[src/rtl/mp3_status_receiver_if.sv]
// Bus between the MP3 Trigger status receiver and its host: serial line in, decoded events out.
interface mp3_status_receiver_if;
    logic       rx;
    logic       play_start;
    logic [7:0] rx_data;
    logic       rx_valid;
    logic       frame_error;
    logic       track_done;
    logic       track_stopped;
    logic       play_error;
    logic       playing;

    modport master (
        output rx, play_start,
        input  rx_data, rx_valid, frame_error, track_done, track_stopped, play_error, playing
    );

    modport slave (
        input  rx, play_start,
        output rx_data, rx_valid, frame_error, track_done, track_stopped, play_error, playing
    );
endinterface

[src/rtl/mp3_status_receiver.sv]
// 8N1 UART receiver for MP3 Trigger status bytes, decoding 'X', 'x' and 'E' into
// one-cycle event pulses and tracking a playing level.
module mp3_status_receiver #(
    parameter int unsigned CLKS_PER_BIT = 1302
) (
    input  logic                 clock,
    input  logic                 reset,
    mp3_status_receiver_if.slave bus
);
    localparam int unsigned CW = (CLKS_PER_BIT > 1) ? $clog2(CLKS_PER_BIT) : 1;
    localparam logic [CW-1:0] FULL_LAST = CW'(CLKS_PER_BIT - 1);
    localparam logic [CW-1:0] HALF_LAST = CW'(CLKS_PER_BIT / 2 - 1);

    typedef enum logic [2:0] {
        IDLE,
        START,
        DATA,
        STOP,
        WAIT_HIGH
    } state_t;

    state_t        state, state_next;
    logic [CW-1:0] cnt, cnt_next;
    logic [2:0]    bit_idx, bit_next;
    logic [7:0]    shift, shift_next;
    logic          rx_meta, rx_sync;
    logic          load, ferr;
    logic          clear_play;

    always_ff @(posedge clock) begin
        if (reset) begin
            rx_meta <= 1'b1;
            rx_sync <= 1'b1;
        end else begin
            rx_meta <= bus.rx;
            rx_sync <= rx_meta;
        end
    end

    always_ff @(posedge clock) begin
        if (reset) begin
            state   <= IDLE;
            cnt     <= '0;
            bit_idx <= '0;
            shift   <= '0;
        end else begin
            state   <= state_next;
            cnt     <= cnt_next;
            bit_idx <= bit_next;
            shift   <= shift_next;
        end
    end

    always_comb begin
        state_next = state;
        cnt_next   = cnt + CW'(1);
        bit_next   = bit_idx;
        shift_next = shift;
        load       = 1'b0;
        ferr       = 1'b0;
        case (state)
            IDLE: begin
                cnt_next = '0;
                if (!rx_sync) begin
                    state_next = START;
                    bit_next   = '0;
                end
            end
            START: begin
                if (cnt == HALF_LAST) begin
                    cnt_next   = '0;
                    state_next = rx_sync ? IDLE : DATA;
                end
            end
            DATA: begin
                if (cnt == FULL_LAST) begin
                    cnt_next   = '0;
                    shift_next = {rx_sync, shift[7:1]};
                    bit_next   = bit_idx + 3'd1;
                    if (bit_idx == 3'd7) state_next = STOP;
                end
            end
            STOP: begin
                if (cnt == FULL_LAST) begin
                    cnt_next = '0;
                    if (rx_sync) begin
                        load       = 1'b1;
                        state_next = IDLE;
                    end else begin
                        ferr       = 1'b1;
                        state_next = WAIT_HIGH;
                    end
                end
            end
            WAIT_HIGH: begin
                cnt_next = '0;
                if (rx_sync) state_next = IDLE;
            end
            default: begin
                cnt_next   = '0;
                state_next = IDLE;
            end
        endcase
    end

    // Clearing uses the registered event pulses, so a play_start in the pulse cycle wins.
    assign clear_play = bus.track_done | bus.track_stopped | bus.play_error;

    always_ff @(posedge clock) begin
        if (reset) begin
            bus.rx_data       <= '0;
            bus.rx_valid      <= 1'b0;
            bus.frame_error   <= 1'b0;
            bus.track_done    <= 1'b0;
            bus.track_stopped <= 1'b0;
            bus.play_error    <= 1'b0;
            bus.playing       <= 1'b0;
        end else begin
            if (load) bus.rx_data <= shift;
            bus.rx_valid      <= load;
            bus.frame_error   <= ferr;
            bus.track_done    <= load && (shift == 8'h58);
            bus.track_stopped <= load && (shift == 8'h78);
            bus.play_error    <= load && (shift == 8'h45);
            if (bus.play_start)  bus.playing <= 1'b1;
            else if (clear_play) bus.playing <= 1'b0;
        end
    end
endmodule

[src/flat_wrapper.sv]
// flat-port wrapper written by rule: the top's interface ports become plain ports
module mp3_status_receiver_flat 
#(
    parameter int unsigned CLKS_PER_BIT = 1302
)
  (clock, reset, bus_rx, bus_play_start, bus_rx_data, bus_rx_valid, bus_frame_error, bus_track_done, bus_track_stopped, bus_play_error, bus_playing);
  mp3_status_receiver_if bus_i ();
  input  logic clock;
  input  logic reset;
  input wire logic [$bits(bus_i.rx)-1:0] bus_rx;
  input wire logic [$bits(bus_i.play_start)-1:0] bus_play_start;
  output wire logic [$bits(bus_i.rx_data)-1:0] bus_rx_data;
  output wire logic [$bits(bus_i.rx_valid)-1:0] bus_rx_valid;
  output wire logic [$bits(bus_i.frame_error)-1:0] bus_frame_error;
  output wire logic [$bits(bus_i.track_done)-1:0] bus_track_done;
  output wire logic [$bits(bus_i.track_stopped)-1:0] bus_track_stopped;
  output wire logic [$bits(bus_i.play_error)-1:0] bus_play_error;
  output wire logic [$bits(bus_i.playing)-1:0] bus_playing;
  assign bus_i.rx = bus_rx;
  assign bus_i.play_start = bus_play_start;
  assign bus_rx_data = bus_i.rx_data;
  assign bus_rx_valid = bus_i.rx_valid;
  assign bus_frame_error = bus_i.frame_error;
  assign bus_track_done = bus_i.track_done;
  assign bus_track_stopped = bus_i.track_stopped;
  assign bus_play_error = bus_i.play_error;
  assign bus_playing = bus_i.playing;
  mp3_status_receiver #(.CLKS_PER_BIT(CLKS_PER_BIT)) u_core (.clock(clock), .reset(reset), .bus(bus_i));
endmodule
[config.mk]
export PLATFORM = sky130hd
export DESIGN_NAME = mp3_status_receiver_flat
export DESIGN_NICKNAME = d
export VERILOG_FILES = /design/src/rtl/mp3_status_receiver_if.sv /design/src/rtl/mp3_status_receiver.sv /design/src/flat_wrapper.sv
export SDC_FILE = /design/constraint.sdc
export NUM_CORES = 1
export LEC_CHECK = 0
export CELL_PAD_IN_SITES_DETAIL_PLACEMENT = 0
export CELL_PAD_IN_SITES_GLOBAL_PLACEMENT = 2
export CORE_MARGIN = 5
export CORE_UTILIZATION = 39
export CTS_CLUSTER_SIZE = 14
export DETAILED_ROUTE_END_ITERATION = 7
export PLACE_DENSITY = 0.93
export REMOVE_ABC_BUFFERS = 1
export SETUP_SLACK_MARGIN = 0.15
export SLEW_MARGIN = 20
export SYNTH_ARGS = -nofsm -noshare
export SYNTH_HDL_FRONTEND = slang
export SYNTH_SLANG_ARGS = --single-unit
[constraint.sdc]
create_clock -name clock -period 2.9 [get_ports clock]
set_input_delay 0.58 -clock clock [delete_from_list [all_inputs] [get_ports clock]]
set_output_delay 0.58 -clock clock [all_outputs]
set_load 0.01 [all_outputs]
==> results of run 1 <==
-- final cells by class --
cell class              instances  area share [%]
clock buffers                   5            3.24
clock inverters                 2            1.65
inverters                       4           0.707
multi-input cells             127            44.2
flip-flops and latches         41            38.6
well taps                      54            3.18
repair buffers                 18            8.36
-- routing by layer --
| metal | routed length [um] | GRT usage (%) | share of wire, % | vias to the layer above |
|---|---|---|---|---|
| met1 | 1730 | 16.3 | 50 | 616 |
| met3 | 149 | 3.85 | 4.3 | 5 |
| met5 | 0 | 0 | 0 | - |
| met4 | 77 | 5.77 | 2.2 | 0 |
| li1 | - | - | - | 669 |
| met2 | 1530 | 20.2 | 44 | 22 |
-- flip-flops by register name, indices dropped and copies added (netlist names) --
register,flops
u_core.cnt,11
u_core.bus.rx_data,8
u_core.shift,8
u_core.bit_idx,3
u_core.state,3
u_core.bus.frame_error,1
u_core.bus.play_error,1
u_core.bus.playing,1
u_core.bus.rx_valid,1
u_core.bus.track_done,1
u_core.bus.track_stopped,1
u_core.rx_meta,1
u_core.rx_sync,1
-- logic make-up (layout without fill, tap and decap cells) --
kind of cell             Yosys count  in the layout
flip-flops                        41             41
adder cells (fa/ha/maj)            5              5
buffers and inverters             14             29
AO/OA/AOI/OAI                     12             12
AND/OR/NAND/NOR                   80             80
XOR/XNOR                          10             10
multiplexers                      20             20
-- synth_stat cells (all sizes together) (3+ instances only) --
| cell type | number | area (sq um) |
|---|---|---|
| nand2 | 5 | 18.8 |
| dfxtp | 41 | 821 |
| buf | 6 | 48.8 |
| nand4 | 6 | 37.5 |
| and4bb | 3 | 37.5 |
| clkbuf | 4 | 18.8 |
| inv | 4 | 15.0 |
| nor2 | 36 | 138 |
| ha | 5 | 62.6 |
| mux2i | 18 | 180 |
| xor2 | 8 | 70.1 |
| nand3 | 7 | 35.0 |
| or2 | 3 | 18.8 |
-- worst max-delay path by stage --
stage,startpoint,end,cells after the start
CTS,u_core.cnt[0],u_core.bit_idx[0],5
global route,u_core.cnt[0],u_core.bit_idx[0],5
floorplan,u_core.cnt[0],u_core.bit_idx[0],5
global placement,reset,u_core.bus.track_done,4
finish,u_core.cnt[0],u_core.bit_idx[0],5
detailed placement,reset,u_core.bus.track_done,4
-- power by group --
part	total (mW)	internal (mW)	switching (mW)
registers	0.609	0.574	0.0356
logic	0.108	0.0560	0.0516
clock network	0.432	0.250	0.182
==> metrics, run 1 <==
Synth Area in XOR/XNOR 4.75%; fin crit period 2.08 ns; synth-to-layout area growth 15.3%; endpoints failing setup 0; Fin. Hold Viols 0; layout cell share with drive strength beyond 1 11.7%; max-cap viol count 0; Vias 1312; fraction of registers with async set or reset after synthesis 0%; RSZ-0062 raised after global routing false; First-pass DRT Iterations 5; commonest non-fill, non-tap cell in the layout dfxtp_1; area of the multi-input gates 940 sq um; CTS Root Cell clkbuf_8; Die Ht 78.7 um; number of global-route vias before repair 1329; GPL Wtd Cong 0.816; Synth Area in Compound Gates under 10%; Overflow after GRT 0; Cells after Synth 182; Buf+Inv Stages, Crit Path 0; Final Core Density 45.6%; Synth Register Bits 41; worst path arrival time 2.29 ns; most frequent cells in the layout 41 x dfxtp_1, 35 x nor2_1, 18 x mux2i_1; Power Dens Cells 541 nW/um^2; Critical Path, Cell by Cell ha_1, and4b_1, nand4_1, or2_0, a21oi_1; Fillers around 440; wire per inst around 14 um; Final WS setup 0.821 ns; Synth cell types 44; Hold WS 0.421 ns; Setup TNS 0 ns; CP top delay family simple AND/OR/NAND/NOR gates; Initial Util 39.5%; via/cell ratio around 5.2; CTS tree done; H-tree Lvls 2; Syn. warnings 0; Gates resized, CTS repair 0; # rows 25; Hold Path Cell Cnt 1; hold path startpoint u_core.rx_meta; worst min path class reg -> reg; clk buf depth 2; Post-Synth Adder-Cell Area 3.39%; reg2reg path depth 5; predominant post-synthesis flop cell dfxtp_1; Netlist Area Pre-Place 1840 sq um; clock sinks 41; Tcrit/Tclk final between 70% and 80%; post-synthesis mux area share between 10% and 20%; Final ANT Viol Nets 0; Worst Setup End Kind flop; maximum VDD drop roughly 0.26 mV; first-pass GRT wire length 6.29 mm; final instance area between 2000 and 2500 sq um; Ports 18; # diodes 0; placeable core area 4660 sq um; placed insts 244; drc violations 0; Clock Skew 0.00742 ns; number of synthesized flops with an enable pin 0; Synth Area in Simple Gates 25.0%; CTS clk-pin slew, worst paths roughly 0.070 ns; max incr delay on CP 0.51 ns; IO buf count 17; required time worst endpoint 3.12 ns; Setup crit start kind flop; Post-Route WL 3.49 mm; mean post-synth cell area approximately 10 sq um; LEAKAGE 0.862 nW; status finished, final reports clean; TritonCTS buffer count 5; highest achievable clock rate 0.481 GHz; Critical R2R Launch u_core.cnt[0]; Die Wd 78.7 um; CP Class reg -> reg; PnR Total Power 1.15 mW; register area share after synthesis 44.5%; capture point of the worst reg-to-reg path u_core.bit_idx[0]; placed instance area between 2000 and 2500 sq um; Worst Path Max Fanout 9; Clock Latency Late Sink 0.29 ns; Layout Nets roughly 210; initial antenna violation count 0; Place WS 0.705 ns; Die Footprint 6200 sq um; hold_buf cts 0; Slew Viols, Final 0; Final HPWL DP 2.50 mm; relative slew slack ~60%; initial drt markers 119; GRT Total Usage 12.9%; worst-margin pin slew roughly 0.57 ns; Post-Layout Cell Count 251; reg2reg setup slack 0.82 ns; sequential cell area 821 sq um; Slowest-stage cell, CP nand4_1; Hold EP u_core.rx_sync; postcts setup bufs 0; largest family of logic cells by synthesized area simple AND/OR/NAND/NOR gates; largest net degree at the start of global routing 17
No activity file was read; power rests on OpenSTA's default activity.
==> run 2: changes to the inputs <==
CORE_UTILIZATION = 36   (was 39)
PLACE_DENSITY = 0.88   (was 0.93)
clock period = 2 ns   (was 2.9 ns; I/O delays follow)
==> run 2 against run 1 <==
Net effect:
- final cell count is 10% higher
- non-clock buffer count grew 8
- hold slack worse by 0.0043 ns
- routed wire length is 2.4% lower
- first-iteration DRC count is 55% lower
- combinational power is 91% higher
- clock-buffer cell count is the same
- critical path depth increased by 1
- largest cell class unchanged
==> metrics, run 2 (synthesis gave the netlist of run 1 again) <==
status finished, final reports clean; Ports 18; endpoints failing setup 0; Worst Setup End Kind flop; Overflow after GRT 0; Worst Path Max Fanout 7; Final HPWL DP 2.44 mm; Fin. Hold Viols 0; synth-to-layout area growth 21.9%; layout cell share with drive strength beyond 1 15.5%; worst-margin pin slew approximately 0.5 ns; postcts setup bufs 0; required time worst endpoint 2.18 ns; Slew Viols, Final 0; worst path arrival time a little under 2 ns; wire per inst 12.3 um; relative slew slack 66.3%; Tcrit/Tclk final ~88%; Setup TNS 0 ns; CTS clk-pin slew, worst paths 0.08 ns; largest net degree at the start of global routing 15; Largest Register u_core.cnt; commonest non-fill, non-tap cell in the layout dfxtp_1; Initial Util between 30% and 40%; placeable core area 5040 sq um; max-cap viol count 0; Post-Layout Cell Count about 280; CTS tree done; H-tree Lvls 2; GRT Total Usage 11.2%; placed instance area 2100 sq um; highest achievable clock rate 0.566 GHz; Die Ht just over 80 um; initial antenna violation count 0; LEAKAGE between 0.9 and 1 nW; Power Dens Cells 823 nW/um^2; biggest regs u_core.cnt x11, u_core.bus.rx_data x8, u_core.shift x8; via/cell ratio 4.83; worst min path class reg -> reg; Vias 1333; # rows 26; most frequent cells in the layout 41 x dfxtp_1, 35 x nor2_1, 18 x mux2i_1; final instance area 2250 sq um; Die Footprint 6650 sq um; RSZ-0062 raised after global routing true; Layout Nets 214; drc violations 0; Die Wd 81.6 um; Clock Latency Late Sink 0.29 ns; max reg flops 11; Setup crit start kind flop; Post-Route WL 3.40 mm; TritonCTS buffer count 5; clock sinks between 40 and 50; CP Class reg -> reg; placed insts 268; hold_buf cts 0; first-pass GRT wire length between 5 and 6 mm; First-pass DRT Iterations 4; number of global-route vias before repair 1257; Fillers 490; # diodes 0; CTS Root Cell clkbuf_8; initial drt markers 53; clk buf depth 2; Final ANT Viol Nets 0; IO buf count 17; fin crit period 1.77 ns; maximum VDD drop 0.377 mV; GPL Wtd Cong 0.747; Clock Skew 0.00908 ns
[run 2: cell count changes in the layout (fill, tap and decap cells not counted)]
cell and delta:
o311ai_0 -2, bufinv_16 +1, buf_4 +8, o221ai_4 +1, o221ai_2 -1, o311ai_1 +2
[run 2: routing by layer]
metal | GRT usage (%) | wire, um
met1 | 15.3 | 1720
met2 | 17.2 | 1530
met3 | 3.51 | 114
met4 | 3.04 | 31
met5 | 0 | 0
[run 2: worst paths after layout]
path	startpoint	cells after the start	slack, ns	endpoint
hold reg to reg	u_core.rx_meta	1	0.42	u_core.rx_sync
hold / removal	u_core.rx_meta	1	0.42	u_core.rx_sync
setup / recovery	u_core.cnt[1]	6	0.23	u_core.state[0]
setup reg to reg	u_core.cnt[1]	6	0.23	u_core.state[0]
[run 2: timing repair]
action                                 in CTS  in global routing
resized for setup                           0                  3
endpoints found under the hold margin       0                  0
setup endpoints to repair                   0                 12
[run 2: area by class of cell]
cell class,instances,area (sq um),share of cell area (%)
clock buffer,5,68.8,3.06
clock inverter,3,65.1,2.90
tap,70,87.6,3.90
inverter,4,15.0,0.669
timing repair buffer,26,238,10.6
multi-input combinational,127,951,42.3
sequential,41,821,36.5
[run 2: worst max-delay path: stages, from the launching register on]
cell      delay (ns)
dfxtp_1         0.37
inv_1           0.07
ha_1            0.12
and4b_1         0.31
a31oi_2         0.18
a211oi_4        0.28
mux2_4          0.32
[run 2: power breakdown]
group | total [mW] | switching [mW] | internal, mW
sequential | 0.860 | 0.0281 | 0.832
clock | 0.782 | 0.286 | 0.496
combinational | 0.206 | 0.107 | 0.0991
[run 2: metrics by stage]
step                      hold WS (ns)  util (%)  total power, mW  worst slack (ns)
final                            0.416      44.5             1.85             0.232
after global routing             0.428      44.5             1.93             0.111
after CTS                        0.420      44.3             1.86             0.227
after detailed placement         0.402      41.7             1.08             0.232
after global placement           0.398      41.7             1.08             0.223
after floorplan                  0.389         -             1.01             0.212
==> run 3: changes to the inputs <==
CORE_MARGIN = unset   (was 5)
==> run 3 against run 2 <==
Net effect:
- hold slack lost 0.0026 ns
- core utilization grew 0.81 points
- sequential share of layout area grew 1.2 points
- final cell count shrank 1.8%
- via count grew 2.7%
- maximum frequency grew 2.0%
- critical path type unchanged
- clock power shrank 35%
- global-route usage grew 3.1 points
- die area shrank 19%
==> metrics, run 3 (synthesis gave the netlist of run 1 again) <==
H-tree Lvls 2; CP Depth 6; Critical Path, Cell by Cell inv_1, ha_1, and4b_2, a31oi_2, a211oi_4, mux2_4; Fillers 488; initial antenna violation count 0; highest achievable clock rate 0.577 GHz; # rows 25; Overflow after GRT 0; Hold EP u_core.rx_sync; Setup TNS 0 ns; Int Pwr 1.17 mW; Die Ht 73.6 um; placed instance area 2080 sq um; TritonCTS buffer count 5; most frequent cells in the layout 38 x dfxtp_1, 35 x nor2_1, 18 x mux2i_1; layout cell share with drive strength beyond 1 17.2%; wire per inst 13.1 um; Vias 1369; Seq pwr share between 50% and 60%; reg2reg setup slack 0.27 ns; initial drt markers 52; Clock Skew 0.00531 ns; maximum VDD drop 0.373 mV; Post-Route WL 3.55 mm; CTS clk-pin slew, worst paths 0.07 ns; final instance area 2180 sq um; fin crit period 1.73 ns; commonest non-fill, non-tap cell in the layout dfxtp_1; GPL Wtd Cong 0.833; CP top delay family compound AO/OA/AOI/OAI gates; endpoints failing setup 0; relative slew slack between 60% and 70%; worst min path class reg -> reg; Layout Nets 212; postcts setup bufs 0; # diodes 0; Initial Util 38.3%; first-pass GRT wire length 5.75 mm; Slowest-stage cell, CP dfxtp_2; Hold WS 0.414 ns; max-cap viol count 0; synth-to-layout area growth 18.5%; Ports 18; Switching Fraction about a quarter; Slew Viols, Final 0; CP Class reg -> reg; Hold Path Cell Cnt 1; Post-Layout Cell Count between 200 and 300; Final Core Density 45.4%; number of global-route vias before repair 1193; largest net degree at the start of global routing 16; CTS Root Cell clkbuf_8; Tcrit/Tclk final 86.6%; Switch Pwr 402 uW; LEAKAGE a little under 0.9 nW; capture point of the worst reg-to-reg path u_core.state[0]; combinational share of power 14.1%; biggest regs u_core.cnt x11, u_core.bus.rx_data x8, u_core.shift x8; Die Footprint between 5000 and 6000 sq um; First-pass DRT Iterations 4; Final ANT Viol Nets 0; drc violations 0; CTS tree done; required time worst endpoint 2.18 ns; placeable core area 4820 sq um; status finished, final reports clean; max incr delay on CP approximately 0.36 ns; worst-margin pin slew 0.487 ns; worst path arrival time 1.91 ns; IO buf count 17; clock sinks slightly above 40; placed insts 263; Setup crit start kind flop; GRT Total Usage 14.3%; clk buf depth 2; hold path startpoint u_core.rx_meta; Largest Register u_core.cnt; Die Wd 73.6 um; Final HPWL DP 2.54 mm; hold_buf cts 0; Fin. Hold Viols 0; Critical R2R Launch u_core.cnt[1]; Clock power frac 32.3%; Worst Setup End Kind flop; Power Dens Cells 721 nW/um^2; Worst Path Max Fanout 7; Buf+Inv Stages, Crit Path 1; via/cell ratio 5.05; max reg flops 11; reg2reg path depth 6; RSZ-0062 raised after global routing false; Clock Latency Late Sink 0.29 ns
[run 3: cell count changes in the layout (fill, tap and decap cells not counted)]
| cell | previous run | this run |
|---|---|---|
| a41oi_1 | 1 | 0 |
| a41oi_2 | 0 | 1 |
| and4b_1 | 2 | 1 |
| and4b_2 | 0 | 1 |
| buf_4 | 9 | 7 |
| bufinv_16 | 2 | 0 |
| clkbuf_1 | 0 | 1 |
| clkinv_2 | 1 | 2 |
| dfxtp_1 | 41 | 38 |
| dfxtp_2 | 0 | 3 |
| o221ai_2 | 0 | 1 |
| o221ai_4 | 1 | 0 |
| o311ai_1 | 2 | 1 |
| o311ai_2 | 0 | 1 |
[run 3: final cells by class]
class                   count  area [sq um]  area share, %
multi-input cells         127           956           43.8
well taps                  67          83.8           3.84
inverters                   4          15.0          0.687
repair buffers             24           223           10.2
flip-flops and latches     41           825           37.7
clock inverters             2          10.0          0.458
clock buffers               6          72.6           3.32
[run 3: repair_timing]
item	CTS	global route
pin swaps	0	1
gates resized for setup	1	7
setup endpoints to repair	1	14
[run 3: worst max-delay path by stage]
stage | slack, ns | startpoint | to
2_1_floorplan | 0.21 | u_core.cnt[0] | u_core.bit_idx[0]
3_3_place_gp | 0.24 | reset | u_core.bus.track_done
3_5_place_dp | 0.12 | u_core.cnt[0] | u_core.bit_idx[1]
4_1_cts | 0.17 | u_core.cnt[0] | u_core.bit_idx[2]
5_1_grt | 0.17 | u_core.state[1] | u_core.cnt[6]
6_report | 0.27 | u_core.cnt[1] | u_core.state[0]
[run 3: routing by layer]
metal	global-route usage [%]	up-vias	wire (um)
met1	20.0	662	1860
met3	4.80	5	122
met2	19.7	18	1510
met4	6.62	0	59
met5	0	-	0
li1	-	684	-
[run 3: stage by stage]
| stage | total power [mW] | worst slack (ns) |
|---|---|---|
| floorplan | 1.01 | 0.212 |
| global placement | 1.07 | 0.245 |
| detailed placement | 1.08 | 0.123 |
| CTS | 1.60 | 0.174 |
| global route | 1.65 | 0.169 |
| finish | 1.58 | 0.267 |
[run 3: power groups by stage]
stage | registers [mW] | clock network (mW) | logic (mW)
final | 0.844 | 0.509 | 0.223
after global routing | 0.847 | 0.566 | 0.240
after CTS | 0.843 | 0.533 | 0.220
after detailed placement | 0.862 | 0 | 0.219
after global placement | 0.862 | 0 | 0.211
after floorplan | 0.888 | 0 | 0.124
